==> config.mk <==
export PLATFORM = sky130hd
export DESIGN_NAME = uart_receiver_flat
export DESIGN_NICKNAME = d
export VERILOG_FILES = /design/src/rtl/uart_pkg.sv /design/src/rtl/uart_receiver_if.sv /design/src/rtl/uart_sync_2ff.sv /design/src/rtl/uart_receiver.sv /design/src/flat_wrapper.sv
export SDC_FILE = /design/constraint.sdc
export NUM_CORES = 1
export LEC_CHECK = 0
export ABC_AREA = 1
export BUFFER_PORTS_ARGS = -buffer_cell sky130_fd_sc_hd__buf_2
export CAP_MARGIN = 15
export CORE_UTILIZATION = 50
export CTS_BUF_LIST = sky130_fd_sc_hd__clkbuf_16
export DETAILED_ROUTE_END_ITERATION = 16
export GPL_ROUTABILITY_DRIVEN = 1
export PLACE_DENSITY = 0.71
export SLEW_MARGIN = 20
export SYNTH_ARGS = -nofsm -noshare
export SYNTH_HDL_FRONTEND = slang
export SYNTH_SLANG_ARGS = --single-unit
==> constraint.sdc <==
create_clock -name CLOCK -period 2 [get_ports CLOCK]
set_clock_uncertainty 0.2 [all_clocks]
set_input_delay 0.3 -clock CLOCK [delete_from_list [all_inputs] [get_ports CLOCK]]
set_output_delay 0.3 -clock CLOCK [all_outputs]
set_load 0.01 [all_outputs]
==> src/rtl/uart_pkg.sv <==
// Shared UART definitions: FSM state encodings and default bit timing,
// common to the receiver and the board's transmitter.
package uart_pkg;

    localparam int CLKS_PER_BIT_DEFAULT = 434;

    localparam logic [2:0] IDLE       = 3'd0;
    localparam logic [2:0] START      = 3'd1;
    localparam logic [2:0] DATA       = 3'd2;
    localparam logic [2:0] STOP       = 3'd3;
    localparam logic [2:0] CLEANUP    = 3'd4;
    localparam logic [2:0] BREAK_WAIT = 3'd5;

endpackage

==> src/rtl/uart_receiver_if.sv <==
// Receive-side UART bundle: serial line in, byte and status pulses out.
// The slave modport is the receiver, the master is the line driver / consumer.
interface uart_receiver_if;

    logic       rx_serial;
    logic [7:0] rx_byte;
    logic       rx_data_valid;
    logic       rx_frame_err;
    logic       rx_busy;

    modport master (
        output rx_serial,
        input  rx_byte,
        input  rx_data_valid,
        input  rx_frame_err,
        input  rx_busy
    );

    modport slave (
        input  rx_serial,
        output rx_byte,
        output rx_data_valid,
        output rx_frame_err,
        output rx_busy
    );

endinterface

==> src/rtl/uart_sync_2ff.sv <==
// Two-flop synchronizer for a single asynchronous input; the reset value
// is chosen so the synced line matches the idle level of the source.
module uart_sync_2ff #(
    parameter logic RESET_VAL = 1'b1
) (
    input  logic CLOCK,
    input  logic RESET,
    input  logic d,
    output logic q
);

    logic meta;

    always_ff @(posedge CLOCK or posedge RESET) begin
        if (RESET) begin
            meta <= RESET_VAL;
            q    <= RESET_VAL;
        end else begin
            meta <= d;
            q    <= meta;
        end
    end

endmodule

==> src/rtl/uart_receiver.sv <==
// 8N1 UART receiver: oversamples the synchronized line, samples each bit
// mid-period (LSB first) and reports good bytes or framing errors as pulses.
module uart_receiver
    import uart_pkg::*;
#(
    parameter int CLKS_PER_BIT = CLKS_PER_BIT_DEFAULT
) (
    input  logic            CLOCK,
    input  logic            RESET,
    uart_receiver_if.slave  rx
);

    localparam int HALF_BIT = (CLKS_PER_BIT - 1) / 2;
    localparam int CNT_W    = $clog2(CLKS_PER_BIT);

    localparam logic [CNT_W-1:0] CNT_HALF = CNT_W'(HALF_BIT);
    localparam logic [CNT_W-1:0] CNT_LAST = CNT_W'(CLKS_PER_BIT - 1);

    logic             rx_s;
    logic [2:0]       state;
    logic [CNT_W-1:0] cnt;
    logic [2:0]       bit_idx;
    logic [7:0]       shift_reg;
    logic [7:0]       rx_byte_r;
    logic             data_valid_r;
    logic             frame_err_r;
    logic             busy_r;

    uart_sync_2ff #(.RESET_VAL(1'b1)) u_sync (
        .CLOCK (CLOCK),
        .RESET (RESET),
        .d     (rx.rx_serial),
        .q     (rx_s)
    );

    // busy is registered alongside each state change so it tracks "not IDLE"
    // without a combinational decode on the output.
    always_ff @(posedge CLOCK or posedge RESET) begin
        if (RESET) begin
            state        <= IDLE;
            cnt          <= '0;
            bit_idx      <= '0;
            shift_reg    <= '0;
            rx_byte_r    <= 8'h00;
            data_valid_r <= 1'b0;
            frame_err_r  <= 1'b0;
            busy_r       <= 1'b0;
        end else begin
            data_valid_r <= 1'b0;
            frame_err_r  <= 1'b0;
            case (state)
                IDLE: begin
                    busy_r <= 1'b0;
                    cnt    <= '0;
                    if (!rx_s) begin
                        state  <= START;
                        busy_r <= 1'b1;
                    end
                end
                START: begin
                    if (cnt == CNT_HALF) begin
                        cnt <= '0;
                        if (!rx_s) begin
                            state   <= DATA;
                            bit_idx <= '0;
                        end else begin
                            state  <= IDLE;
                            busy_r <= 1'b0;
                        end
                    end else begin
                        cnt <= cnt + 1'b1;
                    end
                end
                DATA: begin
                    if (cnt == CNT_LAST) begin
                        cnt                <= '0;
                        shift_reg[bit_idx] <= rx_s;
                        if (bit_idx == 3'd7) begin
                            state <= STOP;
                        end else begin
                            bit_idx <= bit_idx + 1'b1;
                        end
                    end else begin
                        cnt <= cnt + 1'b1;
                    end
                end
                STOP: begin
                    if (cnt == CNT_LAST) begin
                        cnt <= '0;
                        if (rx_s) begin
                            rx_byte_r    <= shift_reg;
                            data_valid_r <= 1'b1;
                            state        <= CLEANUP;
                        end else begin
                            frame_err_r <= 1'b1;
                            state       <= BREAK_WAIT;
                        end
                    end else begin
                        cnt <= cnt + 1'b1;
                    end
                end
                CLEANUP: begin
                    bit_idx <= '0;
                    cnt     <= '0;
                    state   <= IDLE;
                    busy_r  <= 1'b0;
                end
                BREAK_WAIT: begin
                    // A held-low line (break) must see a high before re-arming.
                    busy_r  <= 1'b1;
                    cnt     <= '0;
                    bit_idx <= '0;
                    if (rx_s) begin
                        state  <= IDLE;
                        busy_r <= 1'b0;
                    end
                end
                default: begin
                    state   <= IDLE;
                    cnt     <= '0;
                    bit_idx <= '0;
                    busy_r  <= 1'b0;
                end
            endcase
        end
    end

    assign rx.rx_byte       = rx_byte_r;
    assign rx.rx_data_valid = data_valid_r;
    assign rx.rx_frame_err  = frame_err_r;
    assign rx.rx_busy       = busy_r;

endmodule

==> src/flat_wrapper.sv <==
// flat-port wrapper written by rule: the top's interface ports become plain ports
module uart_receiver_flat import uart_pkg::*;
#(
    parameter int CLKS_PER_BIT = CLKS_PER_BIT_DEFAULT
)
  (CLOCK, RESET, rx_rx_serial, rx_rx_byte, rx_rx_data_valid, rx_rx_frame_err, rx_rx_busy);
  uart_receiver_if rx_i ();
  input  logic CLOCK;
  input  logic RESET;
  input wire logic [$bits(rx_i.rx_serial)-1:0] rx_rx_serial;
  output wire logic [$bits(rx_i.rx_byte)-1:0] rx_rx_byte;
  output wire logic [$bits(rx_i.rx_data_valid)-1:0] rx_rx_data_valid;
  output wire logic [$bits(rx_i.rx_frame_err)-1:0] rx_rx_frame_err;
  output wire logic [$bits(rx_i.rx_busy)-1:0] rx_rx_busy;
  assign rx_i.rx_serial = rx_rx_serial;
  assign rx_rx_byte = rx_i.rx_byte;
  assign rx_rx_data_valid = rx_i.rx_data_valid;
  assign rx_rx_frame_err = rx_i.rx_frame_err;
  assign rx_rx_busy = rx_i.rx_busy;
  uart_receiver #(.CLKS_PER_BIT(CLKS_PER_BIT)) u_core (.CLOCK(CLOCK), .RESET(RESET), .rx(rx_i));
endmodule
# Yosys cells after proc, flatten, opt, wreduce, memory -nomap -nowiden
# Cells that the tools add are included.
# W data, S select, Z words.
dict set report op_classes {
  div 0
  mul 0
  muxes 29
  n_eq_ne 16
  shifts 0
  addsub 2
  reduce_logical 10
  magnitude_cmp 2
  n_bitwise 2
}
# operator n
set ops {}
lappend ops {{$mux W3} 10}
lappend ops {{$mux W9} 2}
lappend ops {{$pmux W9 S2} 1}
lappend ops {{$pmux W3 S5} 1}
lappend ops {{$mux W1} 10}
lappend ops {{$ne A2 B2 Y1 const B} 5}
lappend ops {{$add A9 B1 Y9 const B} 1}
lappend ops {{$eq A9 B8 Y1 const B} 1}
lappend ops {{$eq A9 B9 Y1 const B} 1}
lappend ops {{$pmux W3 S3} 1}
lappend ops {{$bwmux W8} 1}
lappend ops {{$ne A2 B1 Y1 const B} 4}
lappend ops {{$eq A3 B2 Y1 const B} 2}
lappend ops {{$eq A3 B3 Y1 const B} 2}
lappend ops {{$reduce_and A3 Y1} 2}
lappend ops {{$reduce_and A6 Y1} 1}
lappend ops {{$reduce_or A2 Y1} 3}
lappend ops {{$reduce_and A5 Y1} 1}
lappend ops {{$lt A3 B4 Y1 const B} 1}
lappend ops {{$add A3 B1 Y3 const B} 1}
lappend ops {{$demux W1 S3} 1}
lappend ops {{$eq A3 B1 Y1 const B} 1}
lappend ops {{$ge A3 B1 Y1 const B} 1}
lappend ops {{$logic_not A3 Y1} 1}
lappend ops {{other kinds (5)} 6}
dict set report word_totals {
  output_inout_bits 11
  ff_bits 36
  ram_bits 0
  memories 0
  latchBits 0
  mem_bits_ro 0
  elab_cells 71
  input_bits 3
}

# Logic depth before layout (Yosys ltp)
dict set report logic_depth {
  word_depth 5
  ltp_mapped 11
  depth_no_buf 11
}

# Cells and area by module
# From an unflattened synthesis, not the netlist that was laid out.
dict set report hier_totals {
  cells_unflattened 226
  area_unflattened_um2 1880.6
}
# mod area_per_inst_um2 n_inst cells_each seq_area_each_um2
set by_module_without_submodules {}
lappend by_module_without_submodules {uart_receiver 1824.2 1 223 850.8}
lappend by_module_without_submodules {uart_sync_2ff 56.3 1 3 52.6}

# Least setup slack after synthesis
# No wires, ideal clock.
dict set report synth_timing {
  kind {flip-flop to flip-flop}
  start {register u_core.bit_idx[0]}
  end {register u_core.state[0]}
  n_path_buf 0
  arrival_time_ns 1.236
  path_stages_with_launch 10
  setup_time_ns 0.117
  path_slack_ns 0.447
  period_less_slack_ns 1.553
  required_ns 1.683
  cell_sequence {dfrtp_1 -> ha_1 -> ha_1 -> inv_1 -> nand3_1 -> nand3_2 -> nor2_4 -> nand2_2 -> nand2_1 -> nand2_1}
}
dict set report synth_between {
  elab_chain_len 3
}
# item line_no
set synth_rtl {}
lappend synth_rtl {{start, declared} uart_receiver.sv:22} ;# logic [2:0] bit_idx;
lappend synth_rtl {{start signal, assigned} uart_receiver.sv:81} ;# bit_idx <= bit_idx + 1'b1;
lappend synth_rtl {{$eq A3 B3 Y1} uart_receiver.sv:78} ;# if (bit_idx == 3'd7) begin
lappend synth_rtl {{$ne A2 B1 Y1 (no source line)} --}
lappend synth_rtl {{$reduce_and A6 Y1 (no source line)} --}
lappend synth_rtl {{end signal, assigned} uart_receiver.sv:79} ;# state <= STOP;
lappend synth_rtl {{end signal, assigned} uart_receiver.sv:93} ;# state <= CLEANUP;
lappend synth_rtl {{end signal, assigned} uart_receiver.sv:96} ;# state <= BREAK_WAIT;
lappend synth_rtl {{end, declared} uart_receiver.sv:20} ;# logic [2:0] state;
# Every way passes these cells.
# A chain may end at the register's enable or synchronous reset.

# Worst setup path after layout
dict set report layout_timing {
  start {register u_core.bit_idx[0]}
  end {register u_core.state[1]}
}
# The elaborated chain is that of the path after synthesis.

==> summary.md <==
| Metric | Value |
|---|---|
| Cell Count, Final, Fillers Out | between 200 and 300 |
| Most frequent cells in the layout | nand2_1 (61), dfrtp_1 (34), nor2_1 (26) |
| Seq/Total Area, Yosys | 50.1% |
| Initial core utilization | 53.2% |
| Finish-stage setup viols | 0 |
| WP data required | 1.97 ns |
| Hold WS | 0.156 ns |
| Post-DRT Antenna Nets | 0 |
| Synthesized flop and latch total | 36 |
| Synth warnings | 0 |
| CP startpoint kind | register |
| Final GP Congestion | between 0.8 and 0.9 |
| CTS tree | done |
| GRT Resource Usage Total | 21.2% |
| Setup TNS | 0 ns |
| Dpl cells | ~280 |
| Cts bufs inserted | 5 |
| Max Clk Rate | 0.579 GHz |
| Worst-Skew Late Latency | approximately 0.28 ns |
| DR pass1 iterations | 4 |
| Total Die Area | between 0.003 and 0.004 mm2 |
| Cell variety after synth | 25 |
| Dpl hpwl | 2.27 mm |
| Slew HR | 71.1% |
| CP arrival | 1.69 ns |
| Worst Setup End Kind | register |
| Final wirelength | 3.24 mm |
| Final Critical Period | 1.73 ns |
| Via count | 1425 |
| Area growth syn-to-layout | 20.3% |
| Max incr delay on CP | 0.47 ns |
| Mapped Nets | 226 |
| Routed length per placed instance | 11.3 um |
| Fin. Hold Viols | 0 |
| Crit path max fanout | 8 |
| Largest buffer count on any clock path | 2 |
| PwrDens | 871 mW/mm2 |
| Core area | 0.00339 mm2 |
| Crit path kind | register to register |
| Commonest non-fill, non-tap cell in the layout | nand2_1 |
| # DRC | 0 |
| Largest register FFs | 9 |
| Setup WS post-layout | 0.274 ns |
| Drt via density | about 4.9 |
| Hold buffers post-CTS | 2 |
| Synth Area per Inst | a little over 8 um2 |
| Nets | between 200 and 250 |
| Die width | 62.1 um |
| Final period utilization | 86.3% |
| Chip height | 62.1 um |
| Largest net degree at the start of global routing | 37 |
| Detailed Route Iter0 Violations | 73 |
| FP Rows | 21 |
| PortBufs | 13 |
| Pre-CTS setup slack | 0.278 ns |
| CP max stage cell | dfrtp_1 |
| Status | finished clean |
| Worst-path cell chain | ha_1, ha_1, inv_1, nand3_1, nand3_2, nor2_4, nand2_2, nand2_1, nand2_1 |
| Pins over their slew limit | 0 |
| Clock Tree Root | clkbuf_16 |
| Ant diodes | 0 |
| LEAKAGE | ~1.1 nW |
| HP Class | register to register |
| Post-CTS Setup Bufs | 0 |
| First-pass GRT wire length | 5.76 mm |
| Max-Cap Viols | 0 |
| Clk sink count | 36 |
| Maximum vdd drop | around 0.53 mV |
| CTS resizes | 0 |
| Layout cell share with drive strength beyond 1 | 18.2% |
| Slew @ Worst Pin | 0.434 ns |
| CTS H-tree lvls | 2 |
| Clk slew on worst S/H paths | 0.05 ns |
| Overflow after GRT | 0 |
| Synth Instances | 218 |
| Vias in the first global route | ~1300 |
| Mapped cell area | 0.00180 mm2 |
| RSZ-0062 raised after global routing | no |
| Initial antenna violation count | 0 |
| Ports | 14 |
-- layout make-up --
type	count	area (um2)
multi-input cells	152	782
repair buffers	16	92.6
flip-flops and latches	36	903
fillers	289	1220
clock buffers	5	125
clock inverters	3	90.1
well taps	46	57.6
inverters	30	118
-- worst max-delay path: cells and delay by family (launching register included) --
kind                     cells  cell delay (ns)
AND/OR/NAND/NOR              6             0.51
adder cells (fa/ha/maj)      2             0.38
flip-flops                   1             0.47
buffers and inverters        1             0.05
-- final timing paths --
kind | start | endpoint | slack, ns | cells after the start
worst max-delay path | u_core.bit_idx[0]$_DFFE_PP0P_ | u_core.state[1]$_DFFE_PP0P_ | 0.27 | 9
worst min-delay path | u_core.u_sync.meta$_DFF_PP1_ | u_core.u_sync.q$_DFF_PP1_ | 0.16 | 0
worst max register to register | u_core.bit_idx[0]$_DFFE_PP0P_ | u_core.state[1]$_DFFE_PP0P_ | 0.27 | 9
worst min register to register | u_core.u_sync.meta$_DFF_PP1_ | u_core.u_sync.q$_DFF_PP1_ | 0.16 | 0
max in group asynchronous | RESET | u_core.u_sync.meta$_DFF_PP1_ | 0.79 | 4
min in group asynchronous | RESET | u_core.rx.rx_byte[3]$_DFFE_PP0P_ | 0.47 | 4
-- metal layers --
layer / global-route usage, % / share of wire, %
met1: 27.6 / 49
met2: 32.8 / 46
met3: 6.21 / 3.0
met4: 9.21 / 1.9
met5: 0 / 0
-- cells in the mapped netlist --
master    number  area (um2)
o21ai_1        9        45.0
inv_1         23        86.3
inv_2          6        22.5
clkinv_4       1        8.76
a21oi_1        5        25.0
nor3_1         2        10.0
o21ai_2        1        8.76
dfstp_2        2        52.6
ha_1           5        62.6
nor2_4         4        45.0
xor2_1         4        35.0
o21ai_0        3        15.0
o21bai_1       1        7.51
nor2_1        26        97.6
nand2_4        1        11.3
nand2_2        4        25.0
dfrtp_1       34         851
nand3_2        1        10.0
nand3_1       16        80.1
xnor2_1        1        8.76
nor3_2         1        10.0
nand2_1       61         229
nand3b_1       1        7.51
nand4_1        5        31.3
nand3_4        1        17.5
-- power breakdown --
group | switching (mW) | internal [mW] | total [mW] | leakage (nW)
clock | 0.287 | 0.840 | 1.13 | 0.104
combinational | 0.0190 | 0.00638 | 0.0254 | 0.549
sequential | 0.00293 | 0.733 | 0.736 | 0.476
-- kinds of logic after synthesis --
logic type / after synthesis / synth area share (%)
fa+ha+maj: 5 / 3.47
xor+xnor: 5 / 2.43
flops: 36 / 50.1
compound gates: 19 / 5.62
simple gates: 123 / 31.9
buf+inv: 30 / 6.52
-- stage by stage --
stage / power [mW] / utilization (%) / area, um2
after detailed placement: 0.772 / 57.0 / 1930
after global placement: 0.772 / 57.0 / 1930
after floorplan: 0.763 / - / 1800
final: 1.89 / 64.0 / 2170
after global routing: 1.95 / 64.0 / 2170
after CTS: 1.90 / 64.0 / 2170
No activity file was read; power rests on OpenSTA's default activity.
